==> config.mk <==
export PLATFORM = sky130hd
export DESIGN_NAME = code_sequencer
export DESIGN_NICKNAME = d
export VERILOG_FILES = /design/src/rtl/code_sequencer.sv
export SDC_FILE = /design/constraint.sdc
export NUM_CORES = 2
export LEC_CHECK = 0
export ABC_CLOCK_PERIOD_IN_PS = 3100
export BUFFER_PORTS_ARGS = -buffer_cell sky130_fd_sc_hd__buf_4
export CAP_MARGIN = 5
export CELL_PAD_IN_SITES_DETAIL_PLACEMENT = 1
export CELL_PAD_IN_SITES_GLOBAL_PLACEMENT = 1
export CORE_MARGIN = 3
export CORE_UTILIZATION = 45
export DETAILED_ROUTE_END_ITERATION = 8
export GPL_TIMING_DRIVEN = 1
export PLACE_DENSITY_LB_ADDON = 0.3
export SYNTH_ARGS = -nofsm -noshare
export SYNTH_HDL_FRONTEND = slang
export SYNTH_SLANG_ARGS = --single-unit
==> constraint.sdc <==
create_clock -name clk -period 3.1 [get_ports clk]
set_input_delay 0.62 -clock clk [delete_from_list [all_inputs] [get_ports clk]]
set_output_delay 0.62 -clock clk [all_outputs]
set_load 0.02 [all_outputs]
==> src/rtl/code_sequencer.sv <==
// Code-line sequencer: a small program store that steps a PC through
// lines 0..end_line and presents each code word to a consumer.
module code_sequencer #(
  parameter int unsigned CODE_SIZE = 12,
  parameter int unsigned DEPTH     = 128,
  parameter int unsigned ADDR_W    = 7
) (
  input  logic                 clk,
  input  logic                 reset,
  input  logic                 enable,
  input  logic                 start,
  input  logic                 advance,
  input  logic                 jump,
  input  logic [ADDR_W-1:0]    jump_addr,
  input  logic [ADDR_W-1:0]    end_line,
  input  logic                 wr_valid,
  output logic                 wr_ready,
  input  logic [ADDR_W-1:0]    wr_addr,
  input  logic [CODE_SIZE-1:0] wr_data,
  output logic [CODE_SIZE-1:0] code,
  output logic                 code_valid,
  output logic [ADDR_W-1:0]    code_index,
  output logic                 done,
  output logic                 error,
  output logic [31:0]          exec_count
);

  localparam logic [ADDR_W:0]   DepthExt = (ADDR_W + 1)'(DEPTH);
  localparam logic [ADDR_W-1:0] LastLine = ADDR_W'(DEPTH - 1);

  typedef enum logic [1:0] {StIdle, StRun, StDone, StError} state_e;

  state_e                state_q, state_d;
  logic [ADDR_W-1:0]     pc_q, pc_d;
  logic [31:0]           cnt_q, cnt_d;
  logic [CODE_SIZE-1:0]  mem_q [DEPTH];

  logic [ADDR_W-1:0]     eff_end;
  logic                  run_active;
  logic                  wr_en;

  // An end_line beyond the store is treated as the last physical line.
  assign eff_end    = ({1'b0, end_line} >= DepthExt) ? LastLine : end_line;
  assign run_active = enable && (state_q == StRun);
  assign wr_ready   = enable && (state_q != StRun);
  assign wr_en      = wr_valid && wr_ready && ({1'b0, wr_addr} < DepthExt);

  always_comb begin
    state_d = state_q;
    pc_d    = pc_q;
    cnt_d   = cnt_q;
    if (enable) begin
      unique case (state_q)
        StRun: begin
          if (advance) begin
            cnt_d = (cnt_q == 32'hFFFF_FFFF) ? cnt_q : cnt_q + 32'd1;
            if (jump) begin
              if (jump_addr > eff_end) begin
                state_d = StError;
              end else begin
                pc_d = jump_addr;
              end
            end else if (pc_q >= eff_end) begin
              // >= also catches end_line being lowered below pc mid-run.
              state_d = StDone;
            end else begin
              pc_d = pc_q + 1'b1;
            end
          end
        end
        default: begin
          if (start) begin
            state_d = StRun;
            pc_d    = '0;
            cnt_d   = '0;
          end
        end
      endcase
    end
  end

  always_ff @(posedge clk or posedge reset) begin
    if (reset) begin
      state_q <= StIdle;
      pc_q    <= '0;
      cnt_q   <= '0;
    end else begin
      state_q <= state_d;
      pc_q    <= pc_d;
      cnt_q   <= cnt_d;
    end
  end

  // Program store is deliberately outside the reset domain.
  always_ff @(posedge clk) begin
    if (wr_en) begin
      mem_q[wr_addr] <= wr_data;
    end
  end

  always_comb begin
    code       = '0;
    code_index = '0;
    if (run_active) begin
      code       = mem_q[pc_q];
      code_index = pc_q;
    end
  end

  assign code_valid = run_active;
  assign done       = (state_q == StDone);
  assign error      = (state_q == StError);
  assign exec_count = cnt_q;

endmodule

==> results_dict.tcl <==
set metrics [dict create \
    slew_violations 0 \
    ant_nets 0 \
    dp_hpwl_um 121000 \
    clock_path_buffers 3 \
    worstSkewPairLatency_ns 0.80 \
    p_sw_mw 17.8 \
    drv_cap 0 \
    drive_gt1_frac 0.337 \
    whs_path_depth 3 \
    p_int_mw 42.2 \
    crit-reg2reg-launch "pc_q[0]" \
    post-route-util 0.553 \
    synth-seq-cells 1577 \
    routabilityCongestion 0.869 \
    p_per_area_nw_per_um2 795 \
    power_frac_comb 0.287 \
    netlist_area_um2 62400 \
    status "complete, but fails checks" \
    row_count 135 \
    total_power_mw 60.0 \
    hold_ws_ns 0.147 \
    areaGrowthSynthToFinish_pct 21.0 \
    numCtsBuffers 162 \
    final-setup-viol-count 12 \
    final_cells 5654 \
    syn_nets 3145 \
    place_ws_ns -0.920 \
    die_w_um 378 \
    dp.cells 5297 \
    swShare 0.296 \
    violations "negative setup slack" \
    peakVddDrop_uv 536 \
    io_pins 95 \
    crit_family "buffers and inverters" \
    grt-ovfl-total 0 \
    path_buf_inv 5 \
    min_path_type "primary input to flop" \
    startpoint_type "flop" \
    drt-total-wl_um 190000 \
    synthArstFlopShare 0.0260 \
    max_stage_delay_ns 0.59 \
    critPathMaxFanout 10 \
    htreeDepth 4 \
    wire_per_inst_um 33.7 \
    path_cells "buf_4 > nor2b_4 > buf_4 > a22oi_1 > a21oi_1 > nor4_4 > buf_4 > a211oi_1 > buf_4 > buf_4" \
    grt_use_total 0.268 \
    avgSynthCellArea_um2 20.2 \
    synth_top_area_share 0.739 \
    skew_ns 0.0241 \
    hold_viol 0 \
    synth_edf_count 1536 \
    nets 3800 \
    multiInputGateArea_um2 14700 \
    viasPerCell 6.24 \
    p_clk_frac 0.318 \
    yosysTopAreaCell "edfxtp_1" \
    layout_setup_ws_ns -1.40 \
    synth_cells 3089 \
    die_h_um 378 \
    io_buffers 94 \
    grt_pass1_wl_um 272000 \
    fmax_ghz 0.222 \
    cts_tree "yes" \
    design.core.area_um2 136000 \
    cts_root_buf "clkbuf_16" \
    reg2regPathDepth 14 \
    endpoint_kind "output pin" \
    dr.pass1.iters 5 \
    r2r-end "pc_q[2]" \
    ys.warnings.count 0 \
    synth_area_leaders "edfxtp_1, mux4_2, mux2i_1" \
    grt_max_degree 81 \
    grt_pass1_vias 36694 \
    antenna_found_initial 5 \
    worst_ep_required_time_ns 2.48 \
    hold_path_end "pc_q[3]" \
    ys_types 67 \
    initial_core_util 0.457 \
    slew_headroom 0.372 \
    hold_path_startpoint "jump_addr[3]" \
    reg2reg_slack_ns 0.11 \
    synth_ff_type "edfxtp_1" \
    post-route-min-period_ns 4.50 \
    p_leak_nw 24.8 \
    drc 0 \
    seq_area_frac_synth 0.756 \
    cpMostUsedCell "buf_4" \
    cp.arrival_ns 3.88 \
    yosys-top-cells-count "edfxtp_1, mux4_2, nor2_1" \
    vias 35291 \
    cpMaxStageDelayCell "dfrtp_4" \
    fp.dieArea_um2 143000 \
    seqPwrFrac 0.394 \
    regArea_um2 47200 \
    numClockSinks 1577 \
    path_clk_slew_ns 0.06 \
    fill_cells 11969 \
    rsz0062_at_grt "true" \
    timing.final.crit_share 1.45 \
    post-synth-top-count-cell "edfxtp_1" \
    path_class "flop to output pin" \
    worst_pin_slew_ns 0.942 \
    drt_first_iter_violations 4280 \
]
worst max-delay path by stage:
| stage | start | to | slack, ns | depth (start not counted) |
|---|---|---|---|---|
| after floorplan | pc_q[0] | pc_q[0] | 0.07 | 15 |
| after global placement | pc_q[0] | code[1] | -0.88 | 11 |
| after detailed placement | pc_q[0] | code[1] | -0.92 | 11 |
| after CTS | pc_q[0] | code[6] | -1.34 | 12 |
| after global routing | pc_q[3] | code[6] | -1.43 | 10 |
| final | pc_q[3] | code[6] | -1.40 | 10 |
timing repair:
action | 4_1_cts | 5_1_grt
endpoints found under the setup margin | 18 | 22
hold buffers | 1 | 0
setup buffers | 34 | 23
gates resized for setup | 107 | 89
pin swaps | 19 | 23
gates cloned | 8 | 1
endpoints found under the hold margin | 41 | 0
kinds of logic after synthesis:
| kind of cell | Yosys count | share of synthesized area |
|---|---|---|
| and+or+nand+nor | 434 | 0.0323 |
| DFF | 1577 | 0.756 |
| buffers and inverters | 188 | 0.0189 |
| AOI/OAI and AO/OA | 352 | 0.0385 |
| muxes | 497 | 0.148 |
| xor gates and xnor gates | 25 | 0.00351 |
| adders and majority gates | 16 | 0.00321 |
cells in the final DEF (no fill, tap or decap), types with 15 or more instances in the layout:
cell / instances
nor2b_1: 26
a22oi_1: 53
mux4_2: 302
clkinv_1: 30
xor2_1: 18
inv_1: 17
dfrtp_1: 36
o21ai_0: 42
buf_4: 555
o221ai_1: 21
nand2_1: 68
clkinv_2: 23
buf_12: 59
edfxtp_1: 1536
nor2_1: 192
o22ai_1: 21
clkbuf_1: 40
mux2i_1: 149
buf_6: 22
nand4_1: 15
clkbuf_16: 165
ha_1: 16
nand3_1: 37
mux4_1: 25
a21oi_1: 65
layout make-up:
| class | count | share of cell area |
|---|---|---|
| multi-input combinational | 1324 | 0.194 |
| clock inverter | 86 | 0.0118 |
| clock buffer | 204 | 0.0564 |
| tap | 1781 | 0.0295 |
| timing repair buffer | 660 | 0.0819 |
| antenna | 3 | 0.0000995 |
| inverter | 19 | 0.000978 |
| sequential | 1577 | 0.625 |
metal layers:
layer / GRT usage / up-vias / routed length, µm
li1: - / 14178 / -
met1: 0.370 / 18755 / 74400
met2: 0.425 / 2007 / 91300
met3: 0.0586 / 345 / 18800
met4: 0.0904 / 6 / 5970
met5: 0 / - / 39
flip-flops by register name, indices dropped and copies added, names as in the netlist:
| signal | cells |
|---|---|
| exec_count | 32 |
| mem_q | 1536 |
| pc_q | 7 |
| state_q | 2 |
worst reg2reg max path: stages, from the launching register on:
cell,delay [ns]
dfrtp_4,0.56
buf_4,0.20
buf_16,0.17
buf_4,0.19
inv_1,0.11
ha_1,0.23
nand2b_1,0.14
a21o_1,0.19
a21oi_2,0.16
o21bai_1,0.13
a211oi_2,0.20
buf_4,0.16
buf_4,0.12
o21ai_0,0.13
o2bb2ai_1,0.18
power groups by stage:
stage	clock network (mW)	logic (mW)	registers [mW]
after floorplan	0	8.01	24.0
after global placement	0	14.7	24.1
after detailed placement	0	15.0	24.1
after CTS	19.4	16.4	23.7
after global routing	20.3	17.9	23.7
final	19.1	17.2	23.7
metrics by stage:
| stage | TNS [ns] | cell area [µm²] |
|---|---|---|
| after detailed placement | -7.57 | 68700 |
| after global routing | -16.02 | 75500 |
| final | -15.08 | 75500 |
| after CTS | -15.55 | 74900 |
| after global placement | -7.06 | 68700 |
| after floorplan | 0 | 62400 |
Power figures use the tool's default switching activity.
